## config.mk

```make
export PLATFORM = sky130hd
export DESIGN_NAME = ps2_mouse_packer
export DESIGN_NICKNAME = d
export VERILOG_FILES = /design/src/rtl/mouse_pkg.sv /design/src/rtl/ps2_gap_timer.sv /design/src/rtl/ps2_mouse_packer.sv
export SDC_FILE = /design/constraint.sdc
export NUM_CORES = 1
export LEC_CHECK = 0
export BUFFER_PORTS_ARGS = -buffer_cell sky130_fd_sc_hd__buf_4
export CAP_MARGIN = 20
export CELL_PAD_IN_SITES_DETAIL_PLACEMENT = 1
export CELL_PAD_IN_SITES_GLOBAL_PLACEMENT = 2
export CORE_UTILIZATION = 30
export CTS_CLUSTER_SIZE = 10
export DETAILED_ROUTE_END_ITERATION = 16
export GPL_ROUTABILITY_DRIVEN = 1
export PLACE_DENSITY = 0.76
export SLEW_MARGIN = 20
export SYNTH_ARGS = -nofsm -noshare
export SYNTH_HDL_FRONTEND = slang
export SYNTH_SLANG_ARGS = --single-unit
```

## constraint.sdc

```tcl
create_clock -name clk_sys -period 1.7 [get_ports clk_sys]
set_input_delay 0.34 -clock clk_sys [delete_from_list [all_inputs] [get_ports clk_sys]]
set_output_delay 0.34 -clock clk_sys [all_outputs]
set_load 0.02 [all_outputs]
```

## src/rtl/mouse_pkg.sv

```systemverilog
// mouse_pkg: PS/2 mouse packet states, status bit indices and delta bounding (MOUSE_WHEEL_EN adds B3)
package mouse_pkg;
`ifdef MOUSE_WHEEL_EN
  typedef enum logic [1:0] {B0, B1, B2, B3} state_t;
`else
  typedef enum logic [1:0] {B0, B1, B2} state_t;
`endif
  localparam int SYNC = 3;
  localparam int XS = 4;
  localparam int YS = 5;
  localparam int XO = 6;
  localparam int YO = 7;
  localparam logic [7:0] SAT_POS = 8'h7F;
  localparam logic [7:0] SAT_NEG = 8'h80;
  function automatic logic [7:0] bound(input logic [7:0] raw, input logic ovf, input logic neg, input logic en);
    return (en && ovf) ? (neg ? SAT_NEG : SAT_POS) : raw;
  endfunction
endpackage

```

## src/rtl/ps2_gap_timer.sv

```systemverilog
// ps2_gap_timer: saturating inter-byte silence counter with expiry flag
module ps2_gap_timer #(
  parameter int GAP_CYC = 1_000_000
) (
  input  logic clk_sys,
  input  logic reset,
  input  logic clear,
  input  logic enable,
  output logic expire
);
  localparam int W = $clog2(GAP_CYC + 1);
  localparam logic [W-1:0] LIMIT = W'(GAP_CYC);
  logic [W-1:0] cnt_q, cnt_d;
  // held at zero when idle or on a byte, otherwise count up and stick at the limit
  always_comb begin
    cnt_d = (clear || !enable) ? '0 : (cnt_q == LIMIT ? cnt_q : cnt_q + 1'b1);
  end
  // counter register
  always_ff @(posedge clk_sys) begin
    cnt_q <= reset ? '0 : cnt_d;
  end
  assign expire = enable && cnt_q == LIMIT;
endmodule

```

## src/rtl/ps2_mouse_packer.sv

```systemverilog
// ps2_mouse_packer: assembles PS/2 mouse bytes into Kempston ps2_mouse packets (MOUSE_WHEEL_EN: 4-byte wheel packets)
module ps2_mouse_packer
  import mouse_pkg::*;
#(
  parameter int GAP_CYC  = 1_000_000,
  parameter bit SATURATE = 1'b1
) (
  input  logic        clk_sys,
  input  logic        reset,
  input  logic        byte_stb,
  input  logic [7:0]  byte_data,
  input  logic        byte_err,
  output logic [24:0] ps2_mouse,
  output logic [7:0]  pkt_cnt
`ifdef MOUSE_WHEEL_EN
  ,
  output logic [7:0]  wheel
`endif
);
  state_t state_q, state_d;
  logic [7:0] status_q, status_d, dx_q, dx_d, cnt_q, cnt_d, dy_raw;
  logic [24:0] mouse_q, mouse_d;
  logic expire, commit;
`ifdef MOUSE_WHEEL_EN
  localparam state_t LAST = B3;
  logic [7:0] dy_q, dy_d, wheel_q, wheel_d;
  assign dy_raw = dy_q;
  assign wheel = wheel_q;
`else
  localparam state_t LAST = B2;
  assign dy_raw = byte_data;
`endif
  ps2_gap_timer #(.GAP_CYC(GAP_CYC)) u_gap (
    .clk_sys(clk_sys),
    .reset  (reset),
    .clear  (byte_stb),
    .enable (state_q != B0),
    .expire (expire)
  );
  // byte sequencing: error aborts, expiry re-evaluates the byte as a status byte
  always_comb begin
    state_d = state_q;
    status_d = status_q;
    dx_d = dx_q;
    commit = 1'b0;
`ifdef MOUSE_WHEEL_EN
    dy_d = dy_q;
`endif
    if (byte_err) state_d = B0;
    else if (expire || state_q == B0) begin
      state_d = (byte_stb && byte_data[SYNC]) ? B1 : B0;
      status_d = (byte_stb && byte_data[SYNC]) ? byte_data : status_q;
    end else if (byte_stb) begin
      commit = state_q == LAST;
      state_d = commit ? B0 : (state_q == B1 ? B2 : LAST);
      dx_d = state_q == B1 ? byte_data : dx_q;
`ifdef MOUSE_WHEEL_EN
      dy_d = state_q == B2 ? byte_data : dy_q;
`endif
    end
  end
  // packet commit: whole packet appears at once with the toggle flipped
  always_comb begin
    mouse_d = commit ? {~mouse_q[24], bound(dy_raw, status_q[YO], status_q[YS], SATURATE),
                        bound(dx_q, status_q[XO], status_q[XS], SATURATE), status_q} : mouse_q;
    cnt_d = commit ? cnt_q + 8'd1 : cnt_q;
`ifdef MOUSE_WHEEL_EN
    wheel_d = commit ? byte_data : wheel_q;
`endif
  end
  // state and output registers
  always_ff @(posedge clk_sys) begin
    if (reset) begin
      state_q <= B0;
      status_q <= '0;
      dx_q <= '0;
      mouse_q <= '0;
      cnt_q <= '0;
`ifdef MOUSE_WHEEL_EN
      dy_q <= '0;
      wheel_q <= '0;
`endif
    end else begin
      state_q <= state_d;
      status_q <= status_d;
      dx_q <= dx_d;
      mouse_q <= mouse_d;
      cnt_q <= cnt_d;
`ifdef MOUSE_WHEEL_EN
      dy_q <= dy_d;
      wheel_q <= wheel_d;
`endif
    end
  end
  assign ps2_mouse = mouse_q;
  assign pkt_cnt = cnt_q;
endmodule
```

Yosys cells after proc, flatten, opt, wreduce, memory -nomap -nowiden:

Index checks and enable logic that the tools add are counted.

* add/subtract/negate cells: 2
* bitwise logic cells: 3
* reductions and logical operators: 12
* muxes and demuxes: 11
* equal/unequal tests: 3

Operators by type and width (number)
* 2-to-1 mux 8 bit: 4
* adder 20 x 1 -> 20 bit (second input constant): 1
* == test 20 bit (second input constant): 1
* adder 8 x 1 -> 8 bit (second input constant): 1
* 2-to-1 mux 2 bit: 3
* 2-to-1 mux 1 bit: 4
* AND reduction 4 bit: 1
* nonzero test 2 bit: 2
* OR reduction 2 bit: 2
* NOT 1 bit: 3
* AND reduction 3 bit: 1
* == test 2 x 1 -> 1 bit (second input constant): 1
* == test 2 bit (second input constant): 1
* logical AND 1 bit: 2
* logical NOT 2 bit: 1
* logical OR 1 bit: 2
* logical NOT 1 bit: 1

* bits in registers: 71
* input bits: 12

Logic depth before layout (Yosys ltp):

Gate-level depths: netlist (run 1).

* depth after elaboration: 5
* mapped depth: 9
* gate-level depth less buffers: 7

Cells and area by module:

Synthesis (run 1) repeated with hierarchy kept, for this count alone.

* cells, all modules: 366
* area total of the unflattened synthesis: 3196.8 um^2

Modules (own cells, without submodules)
* ps2_mouse_packer: area each 2173.3 um^2, instances 1, cells an instance 247
* ps2_gap_timer: area each 1023.5 um^2, instances 1, cells an instance 119

Worst setup path before layout (run 1):

OpenSTA, ideal clock, no wires.

* path type: register to register
* from: reg u_gap.cnt_q[0]
* to: reg mouse_q[8] (netlist: ps2_mouse[8])
* slack: -0.058 ns
* cell stages (with the launch flop): 10
* data arrival time: 1.687 ns
* path buffers: 2
* period minus slack after synthesis: 1.758 ns
* path through: dfxtp_1 -> inv_1 -> ha_1 -> and4bb_1 -> and3_1 -> a21boi_1 -> buf_4 -> buf_4 -> o211ai_1 -> a21oi_1

* longest elaborated chain between the ends: 5

Ends and longest elaborated chain
* from (decl): RTL line ps2_gap_timer.sv:13 `logic [W-1:0] cnt_q, cnt_d;`
* from (signal assigned): RTL line ps2_gap_timer.sv:20 `cnt_q <= reset ? '0 : cnt_d;`
* == test 20 bit: RTL line ps2_gap_timer.sv:22 `assign expire = enable && cnt_q == LIMIT;`
* logical AND 1 bit: RTL line ps2_gap_timer.sv:22
* logical OR 1 bit: RTL line ps2_mouse_packer.sv:50 `else if (expire || state_q == B0) begin`
* 2-to-1 mux 1 bit: RTL line ps2_mouse_packer.sv:50
* 2-to-1 mux 1 bit: RTL line ps2_mouse_packer.sv:49 `if (byte_err) state_d = B0;`
* to (signal assigned): RTL line ps2_mouse_packer.sv:87 `mouse_q <= mouse_d;`
* to (decl): RTL line ps2_mouse_packer.sv:22 `logic [24:0] mouse_q, mouse_d;`

No other way between the ends.
A chain may end at the register's enable or synchronous reset.

Final worst setup path (run 1):

* from: reg u_gap.cnt_q[0]
* to: reg cnt_q[4] (netlist: pkt_cnt[4])

* longest elaborated chain between the ends: 5

Ends and longest elaborated chain
* == test 20 bit: RTL line ps2_gap_timer.sv:22
* logical AND 1 bit: RTL line ps2_gap_timer.sv:22
* logical OR 1 bit: RTL line ps2_mouse_packer.sv:50
* 2-to-1 mux 1 bit: RTL line ps2_mouse_packer.sv:50
* 2-to-1 mux 1 bit: RTL line ps2_mouse_packer.sv:49
* to (signal assigned): RTL line ps2_mouse_packer.sv:88 `cnt_q <= cnt_d;`
* to (decl): RTL line ps2_mouse_packer.sv:21 `logic [7:0] status_q, status_d, dx_q, dx_d, cnt_q, cnt_d, dy_raw;`

No other way between the ends.

==> run_results.csv, run 1 <==
group,metric,value,unit
critical_path,crit_fanout,2,
pwr,p_sw,0.799,mW
yosys,syn_avg_cell_area,9.28,um2
critical_path,crit_slowest_cell,"dfxtp_2",
pwr,combPwrFrac,4.0,%
finish,final_area,4380,um2
finish,final_common_cell,"buf_4",
timing,fin_crit_sh,103,%
floorplan,die_w,103,um
critical_path,r2r_start,"u_gap.cnt_q[0]",
yosys,ys_warn_count,0,
pwr,p_leak,1.66,nW
pwr,powerDensity,771,nW/um2
yosys,syn_nets,348,
pwr,ir_drop,0.000476,V
grt,grt_overflow,0,
grt,antenna_found_initial,0,
clocking,root_buffer,"clkbuf_8",
clocking,cts_made_buffers,9,
finish,fill_cells,1152,
routing,drt_iter0_markers,72,
timing,tightest_slew,0.406,ns
yosys,yosys_most_used_dff,"dfxtp_1",
pwr,power,3.38,mW
timing,fin_hold_ws,0.181,ns
pwr,p_int,2.58,mW
routing,firstDrtPassIters,4,
clocking,clock_sinks,71,
floorplan,core_region_area,9860,um2
hold_path,holdCritPathClass,"input port to flop",
hold_path,hp-start,"byte_err",
placed_design,place_congestion,0.761,
critical_path,ff2ff_setup_slack,-0.06,ns
floorplan,initial_core_util,31.3,%
critical_path,crit_required,1.95,ns
clocking,clk_pin_slew_worst_paths,0.08,ns
placed_design,dp.cells,535,
status,status,"complete, but fails checks",
finish,regArea,1430,um2
placed_design,port_buffers,44,
critical_path,setup.worst_path.end_class,"flop",
grt,grt_use_total,16.8,%
finish,n_antenna_cell,0,
grt,grt_pass1_wl,13.5,mm
finish,multi_input_area,1670,um2
yosys,synthesis.area,3090,um2
clocking,clock_path_buffers,2,
yosys,synth_seq_cells,71,
critical_path,critical_path.startpoint,"u_gap.cnt_q[0]",
pwr,seq_power_share,49.8,%
finish,drive_above_1_share,36.0,%
timing,setup_slack,-0.0576,ns
clocking,clock_latency,0.35,ns
critical_path,critPathKind,"flop to flop",
grt,grt_max_degree,60,
placed_design,post-place-ws,-0.122,ns
critical_path,cp.arrival,2.00,ns
yosys,netlist_instances,333,
clocking,htreeDepth,3,
floorplan,die_h,103,um
timing,report.final.slew_viol_count,0,
clocking,cts_tree,"done",
routing,via_per_inst,4.78,
routing,route.detailed.drc,0,
timing,setup_viol_count_final,11,
timing,skew,0.0113,ns
critical_path,cp_slowest_stage_delay,0.35,ns
flow_run,drv_cap,0,
pwr,power_frac_clock,46.2,%
yosys,synth-edff-count,0,
yosys,async_flop_share,0,%
critical_path,cp-start-kind,"flop",
placed_design,hpwl,5.71,mm
floorplan,rows,36,
pwr,switching_share,23.7,%
routing,wl,8.62,mm
placed_design,placed_area,3890,um2
finish,nets,441,
routing,routedWlPerCell,15.3,um
finish,layout_common_cells,"80 x buf_4, 64 x dfxtp_1, 37 x nor2_1",
yosys,yosysUniqueCellTypes,44,
timing,max_freq,0.569,GHz
floorplan,dieArea,10700,um2
yosys,synth_seq_area_share,46.0,%
grt,grt_pass1_vias,2731,
critical_path,path_cells,"inv_2 -> ha_4 -> and4bb_2 -> and3_4 -> a21boi_4 -> buf_6 -> nand4_1 -> mux2_2",
finish,final_cells,564,
timing,fin_crit,1.76,ns
finish,area_growth,41.7,%
floorplan,ios,45,
routing,vias,2698,
routing,ant_nets,0,
timing,finalHoldViolCount,0,
timing,relSlewSlack,72.9,%
status,violations,"negative setup slack",
timing,rsz0062_at_grt,"true",
what timing repair did:
action,CTS,global route
setup endpoints to repair,34,56
hold buffers,0,0
pin swaps,19,18
cloned,2,1
setup buffers,10,3
gates resized for setup,29,23
hold endpoints to repair,0,0
worst paths after layout:
| path | to | cells after the start |
|---|---|---|
| setup / recovery | pkt_cnt[4] | 8 |
| hold / removal | state_q[1] | 2 |
| setup reg to reg | pkt_cnt[4] | 8 |
| hold reg to reg | ps2_mouse[5] | 2 |
state kept, by name (all words and copies together), names as in the netlist:
| signal | flops |
|---|---|
| status_q | 8 |
| pkt_cnt | 8 |
| ps2_mouse | 25 |
| dx_q | 8 |
| u_gap.cnt_q | 20 |
| state_q | 2 |
worst max-delay path, delay by kind of cell (launching register included):
| kind | cells | cell delay [ns] |
|---|---|---|
| multiplexers | 1 | 0.28 |
| AND/OR/NAND/NOR | 3 | 0.54 |
| flip-flops | 1 | 0.35 |
| AO/OA/AOI/OAI | 1 | 0.16 |
| adder cells (fa/ha/maj) | 1 | 0.15 |
| buffers and inverters | 2 | 0.18 |
area by class of cell:
| cell class | instances | share of cell area, % |
|---|---|---|
| multi-input cells | 239 | 38.1 |
| flip-flops and latches | 71 | 32.7 |
| well taps | 133 | 3.80 |
| clock buffers | 9 | 2.83 |
| inverters | 7 | 0.600 |
| repair buffers | 98 | 19.7 |
| clock inverters | 7 | 2.37 |
power by group through the flow:
stage	clock, mW	combinational (mW)	sequential [mW]
2_1_floorplan	0	0.0670	1.72
5_1_grt	1.68	0.147	1.68
3_5_place_dp	0	0.129	1.72
4_1_cts	1.58	0.137	1.68
6_report	1.56	0.136	1.68
3_3_place_gp	0	0.128	1.72
through the flow:
step                      TNS, ns  util (%)
after detailed placement    -1.31      39.4
after global placement    -0.0435      39.4
after CTS                  -0.399      43.9
after global routing        -4.28      44.4
final                      -0.246      44.4
after floorplan                 0         -
metal layers:
layer | GRT usage (%) | up-vias | part of all wire [%]
met5 | 0 | - | 0
met4 | 6.39 | 0 | 1.6
met3 | 4.10 | 13 | 3.4
met2 | 27.9 | 41 | 49
met1 | 21.0 | 1309 | 46
li1 | - | 1335 | -
cell usage after synthesis, types with 5 or more instances:
library cell	count	area, um2
o21ai_0	11	55.1
nand2_1	31	116
mux2i_1	11	110
and3_1	5	31.3
o211ai_1	9	67.6
clkbuf_1	10	37.5
dfxtp_1	71	1420
nand2b_1	22	138
and4_1	5	43.8
nor2_1	37	139
xor2_1	11	96.3
a21oi_1	23	115
nand3_1	8	40.0
inv_1	7	26.3
a211oi_1	6	45.0
xnor2_1	11	96.3
nand3b_1	8	60.1
kinds of logic (layout without fill, tap and decap cells):
group,Yosys count,after routing,synth area share (%)
AND/OR/NAND/NOR,142,142,26.0
flip-flops,71,71,46.0
AO/OA/AOI/OAI,60,60,13.1
buffers and inverters,23,121,3.56
XOR/XNOR,22,22,6.23
multiplexers,12,12,3.93
adder cells (fa/ha/maj),3,3,1.21
Note: power is estimated with default switching activity, not from simulation.
==> inputs of run 2 (changes only) <==
--- a/config.mk
+++ b/config.mk
@@ -14,6 +14,7 @@
 export DETAILED_ROUTE_END_ITERATION = 16
 export GPL_ROUTABILITY_DRIVEN = 1
 export PLACE_DENSITY = 0.76
+export RECOVER_POWER = 100
 export SLEW_MARGIN = 20
 export SYNTH_ARGS = -nofsm -noshare
 export SYNTH_HDL_FRONTEND = slang
==> run_results.csv, run 2 (synthesized netlist as in run 1, its figures left out) <==
group,metric,value,unit
status,status,"complete, but fails checks",
status,violations,"negative setup slack",
routing,routedWlPerCell,15.3,um
critical_path,critPathKind,"flop to flop",
timing,tightest_slew,0.464,ns
clocking,htreeDepth,3,
critical_path,cp-start-kind,"flop",
timing,max_freq,0.568,GHz
grt,grt_max_degree,60,
routing,drt_iter0_markers,67,
timing,rsz0062_at_grt,"true",
clocking,clock_sinks,71,
grt,antenna_found_initial,0,
pwr,p_leak,1.51,nW
grt,grt_pass1_vias,2731,
floorplan,dieArea,10700,um2
clocking,cts_tree,"done",
pwr,power,3.37,mW
timing,setup_slack,-0.0606,ns
floorplan,rows,36,
placed_design,post-place-ws,-0.122,ns
timing,relSlewSlack,69.1,%
grt,grt_use_total,16.8,%
timing,fin_crit_sh,104,%
pwr,switching_share,23.7,%
finish,utilization,42.9,%
pwr,powerDensity,796,nW/um2
timing,finalHoldViolCount,0,
finish,nets,441,
routing,via_per_inst,4.78,
pwr,p_sw,0.798,mW
critical_path,setup.worst_path.end_class,"flop",
hold_path,hold_path_depth,2,
floorplan,ios,45,
grt,grt_overflow,0,
routing,route.detailed.drc,0,
finish,final_area,4240,um2
floorplan,die_h,103,um
clocking,clock_latency,0.35,ns
critical_path,crit_required,1.95,ns
floorplan,core_region_area,9860,um2
clocking,cts_made_buffers,9,
hold_path,holdCritPathClass,"input port to flop",
clocking,clock_path_buffers,2,
floorplan,die_w,103,um
critical_path,cp.arrival,2.01,ns
pwr,ir_drop,0.000476,V
critical_path,reg2reg_depth,8,
pwr,power_frac_clock,46.2,%
routing,ant_nets,0,
timing,fin_crit,1.76,ns
critical_path,crit_fanout,2,
floorplan,initial_core_util,31.3,%
finish,n_antenna_cell,0,
timing,setup_viol_count_final,11,
timing,skew,0.0112,ns
placed_design,placed_area,3890,um2
routing,firstDrtPassIters,4,
clocking,root_buffer,"clkbuf_8",
pwr,p_int,2.58,mW
grt,grt_pass1_wl,13.5,mm
finish,drive_above_1_share,28.1,%
finish,largest_register_ffs,25,
routing,vias,2695,
finish,layout_common_cells,"64 x dfxtp_1, 46 x buf_4, 37 x nor2_1",
placed_design,place_congestion,0.761,
finish,final_common_cell,"dfxtp_1",
routing,wl,8.61,mm
flow_run,drv_cap,0,
pwr,seq_power_share,49.8,%
clocking,clk_pin_slew_worst_paths,0.08,ns
timing,fin_hold_ws,0.179,ns
timing,report.final.slew_viol_count,0,
placed_design,hpwl,5.71,mm
pwr,combPwrFrac,3.9,%
placed_design,port_buffers,44,
finish,area_growth,37.1,%
-- run 2: changes by cell type in the layout (fill, tap and decap cells not counted), sizes merged --
cell,before,now
buf,97,62
clkbuf,10,45
-- run 2: final timing paths --
path | start | end | slack [ns]
max | u_gap.cnt_q[0] | pkt_cnt[4] | -0.06
min | byte_err | state_q[1] | 0.18
max reg2reg | u_gap.cnt_q[0] | pkt_cnt[4] | -0.06
min reg2reg | ps2_mouse[5] | ps2_mouse[5] | 0.46
-- run 2: cell type report --
type | count | area [um2]
Timing Repair Buffer | 98 | 718
Clock buffer | 9 | 124
Sequential cell | 71 | 1430
Tap cell | 133 | 166
Multi-Input combinational cell | 239 | 1670
Clock inverter | 7 | 104
Inverter | 7 | 26.3
Fill cell | 1160 | 5630
-- run 2: power by group through the flow --
stage | logic (mW) | clock network [mW] | registers (mW)
2_1_floorplan | 0.0670 | 0 | 1.72
3_3_place_gp | 0.128 | 0 | 1.72
3_5_place_dp | 0.129 | 0 | 1.72
4_1_cts | 0.137 | 1.58 | 1.68
5_1_grt | 0.145 | 1.68 | 1.68
6_report | 0.133 | 1.56 | 1.68
-- run 2: repair_timing --
action / CTS / global route
buffers inserted: 10 / 3
pin swaps: 19 / 18
resized for setup: 29 / 23
cloned: 2 / 1
hold buffers: 0 / 0
endpoints found under the setup margin: 34 / 56
-- run 2: worst max-delay path, cell delays in order, from the launching register on --
cell and delay (ns):
dfxtp_2 0.35, inv_2 0.05, ha_4 0.15, and4bb_2 0.25, and3_4 0.19, a21boi_4 0.16, buf_6 0.13, nand4_1 0.10
mux2_2 0.29
-- run 2: metal layers --
layer / GRT usage [%] / wire, um / vias up
met2: 27.9 / 4190 / 39
met3: 4.10 / 301 / 13
met1: 21.0 / 3980 / 1306
met4: 6.39 / 140 / 0
li1: - / - / 1337
met5: 0 / 0 / -
-- run 2: through the flow --
step / instances / TNS, ns
floorplan: 333 / 0
finish: 564 / -0.255
CTS: 563 / -0.399
global route: 564 / -4.75
detailed placement: 535 / -1.31
global placement: 535 / -0.0435
==> inputs of run 3 (changes only) <==
--- a/config.mk
+++ b/config.mk
@@ -9,13 +9,15 @@
 export CAP_MARGIN = 20
 export CELL_PAD_IN_SITES_DETAIL_PLACEMENT = 1
 export CELL_PAD_IN_SITES_GLOBAL_PLACEMENT = 2
+export CORE_MARGIN = 5
 export CORE_UTILIZATION = 30
 export CTS_CLUSTER_SIZE = 10
 export DETAILED_ROUTE_END_ITERATION = 16
 export GPL_ROUTABILITY_DRIVEN = 1
-export PLACE_DENSITY = 0.76
+export PLACE_DENSITY = 0.69
 export RECOVER_POWER = 100
 export SLEW_MARGIN = 20
 export SYNTH_ARGS = -nofsm -noshare
 export SYNTH_HDL_FRONTEND = slang
+export SYNTH_HIERARCHICAL = 1
 export SYNTH_SLANG_ARGS = --single-unit
==> run_results.csv, run 3 <==
group,metric,value,unit
critical_path,crit_required,1.99,ns
critical_path,ff2ff_setup_slack,-0.34,ns
grt,grt_max_degree,34,
clocking,cts_made_buffers,9,
pwr,seq_power_share,50.9,%
clocking,htreeDepth,3,
yosys,synth.top_cell.area_share,44.5,%
routing,routedWlPerCell,16.2,um
pwr,ir_drop,0.000276,V
pwr,p_int,2.49,mW
clocking,clock_path_buffers,2,
pwr,combPwrFrac,6.5,%
critical_path,path_cells,"inv_2 -> ha_4 -> nand4bb_1 -> nor3_2 -> and3_4 -> or3b_4 -> buf_4 -> or4_4 -> a21oi_2",
pwr,p_sw,0.813,mW
clocking,cts_hold_buf,0,
pwr,p_leak,1.64,nW
routing,firstDrtPassIters,4,
routing,ant_nets,0,
status,status,"complete, but fails checks",
yosys,synthesis.area,3200,um2
critical_path,cpLargestDelayFamily,"simple AND/OR/NAND/NOR gates",
timing,skew,0.0105,ns
grt,use_met2,24.7,%
clocking,clock_latency,0.35,ns
grt,grt_overflow,0,
hold_path,holdCritPathClass,"input port to flop",
routing,route.detailed.drc,0,
critical_path,r2r_start,"u_gap/cnt_q[1]",
grt,grt_use_total,15.2,%
yosys,yosys_most_used_dff,"dfxtp_1",
yosys,yosysUniqueCellTypes,46,
grt,grt_pass1_vias,3131,
routing,wl,9.64,mm
routing,drt_iter0_markers,177,
finish,largest_register_ffs,25,
finish,final_common_cell,"buf_4",
critical_path,cp-start-kind,"flop",
grt,gr-usage-met3,3.85,%
status,violations,"negative setup slack",
critical_path,reg2reg_depth,9,
placed_design,place_congestion,0.729,
timing,tightest_slew,0.601,ns
timing,relSlewSlack,59.9,%
grt,antenna_found_initial,0,
yosys,yosysMostFrequentCell,"dfxtp_1",
yosys,syn_nets,381,
yosys,synth-edff-count,0,
pwr,switching_share,24.6,%
timing,finalHoldViolCount,0,
timing,max_freq,0.490,GHz
clocking,cts_tree,"done",
yosys,synth_top_area_cell,"dfxtp_1",
grt,use_met1,19.6,%
critical_path,path_buf_inv,2,
placed_design,port_buffers,44,
grt,grt_pass1_wl,15.7,mm
finish,fill_cells,1229,
finish,drive_above_1_share,35.9,%
timing,fin_crit,2.04,ns
yosys,synth_area_leaders,"dfxtp_1 44%, a21oi_1 8.3%, o21ai_0 4.2%, nand2b_1 3.9%, nand3_1 3.9%",
clocking,root_buffer,"clkbuf_8",
clocking,clock_sinks,71,
routing,via_per_inst,5.17,
floorplan,initial_core_util,30.8,%
timing,rsz0062_at_grt,"true",
grt,busiest_layer,"met2",
critical_path,cp_slowest_stage_delay,0.43,ns
pwr,power_frac_clock,42.6,%
yosys,async_flop_share,0,%
yosys,netlist_instances,366,
timing,fin_crit_sh,120,%
timing,report.final.slew_viol_count,0,
pwr,powerDensity,731,nW/um2
critical_path,setup.worst_path.end_class,"flop",
critical_path,critPathKind,"flop to flop",
finish,area_growth,41.2,%
critical_path,crit_slowest_cell,"or3b_4",
critical_path,crit_cells,9,
yosys,synth_seq_cells,71,
pwr,power,3.30,mW
floorplan,core_region_area,10400,um2
critical_path,critical_path.startpoint,"u_gap/cnt_q[1]",
timing,fin_setup_tns,-11.26,ns
finish,layout_common_cells,"88 x buf_4, 63 x dfxtp_1, 50 x a21oi_1",
critical_path,r2r-end,"pkt_cnt[5]",
critical_path,cp.arrival,2.33,ns
floorplan,ios,45,
critical_path,crit_fanout,7,
placed_design,hpwl,6.81,mm
floorplan,rows,37,
floorplan,dieArea,12800,um2
routing,vias,3081,
yosys,yosys-top-cells-count,"71 x dfxtp_1, 53 x a21oi_1, 27 x o21ai_0",
clocking,clk_pin_slew_worst_paths,0.08,ns
yosys,syn_avg_cell_area,8.73,um2
timing,setup_slack,-0.339,ns
floorplan,die_h,113,um
finish,nets,470,
yosys,ys_warn_count,6,
yosys,synth_seq_area_share,44.5,%
finish,n_antenna_cell,0,
timing,setup_viol_count_final,52,
floorplan,die_w,113,um
critical_path,endpoint,"pkt_cnt[5]",
flow_run,drv_cap,0,
## run 3: cell count changes after synthesis, sizes merged, moves of 7 or more
cell | previous run | this run
clkbuf | 10 | 22
o21ai | 14 | 31
nand3b | 8 | 1
nand2 | 31 | 10
a21oi | 24 | 53
nand3 | 9 | 26
nor2 | 38 | 19
o211ai | 9 | 1
xor2 | 11 | 4
## run 3: how the worst min path moves through the flow
stage,start,slack [ns],depth (start not counted),to
after floorplan,byte_err,0.42,1,state_q[1]
after global placement,status_q[1],0.46,2,ps2_mouse[1]
after detailed placement,status_q[1],0.46,2,ps2_mouse[1]
after CTS,byte_data[6],0.26,3,dx_q[6]
after global routing,byte_data[0],0.26,3,dx_q[0]
final,byte_data[5],0.27,3,dx_q[5]
## run 3: power groups by stage
stage	Clock [mW]	Combinational (mW)	Sequential, mW
after detailed placement	0	0.189	1.72
after global placement	0	0.186	1.72
after CTS	1.44	0.198	1.68
after global routing	1.52	0.230	1.68
after floorplan	0	0.0979	1.72
final	1.41	0.213	1.68
## run 3: final cells by class
type	count	area, um2	area share (%)
well taps	136	170	3.77
multi-input cells	264	1820	40.4
clock buffers	11	141	3.13
clock inverters	5	57.6	1.27
flip-flops and latches	71	1430	31.7
inverters	7	26.3	0.582
repair buffers	102	865	19.2
## run 3: tightest hold or removal path, stage by stage
cell,delay (ns)
buf_4,0.13
nand3_2,0.06
a21oi_1,0.05
## run 3: per-layer routing
metal | part of all wire, % | vias up
met1 | 48 | 1513
met2 | 47 | 42
met4 | 0.89 | 0
met3 | 3.9 | 7
met5 | 0 | -
li1 | - | 1519
## run 3: cells by family after synthesis
kind of cell	share of synthesized area (%)
DFF	44.5
and+or+nand+nor	24.0
adders and majority gates	1.17
muxes	4.15
buffers and inverters	3.91
xor gates and xnor gates	3.01
AOI/OAI and AO/OA	19.3
## run 3: repair_timing
action	in CTS	in global routing
pin swaps	3	11
endpoints found under the setup margin	51	58
cloned	0	2
gates resized for setup	17	26
setup buffers	5	2
## run 3: stage by stage
step / setup slack, ns / hold WS, ns / cell area (um2) / instances / util (%)
floorplan: -0.383 / 0.419 / 3250 / 366 / -
global placement: -0.323 / 0.457 / 4050 / 572 / 39.1
detailed placement: -0.400 / 0.465 / 4050 / 572 / 39.1
CTS: -0.346 / 0.260 / 4370 / 593 / 42.2
global route: -0.406 / 0.262 / 4510 / 596 / 43.5
finish: -0.339 / 0.270 / 4510 / 596 / 43.5
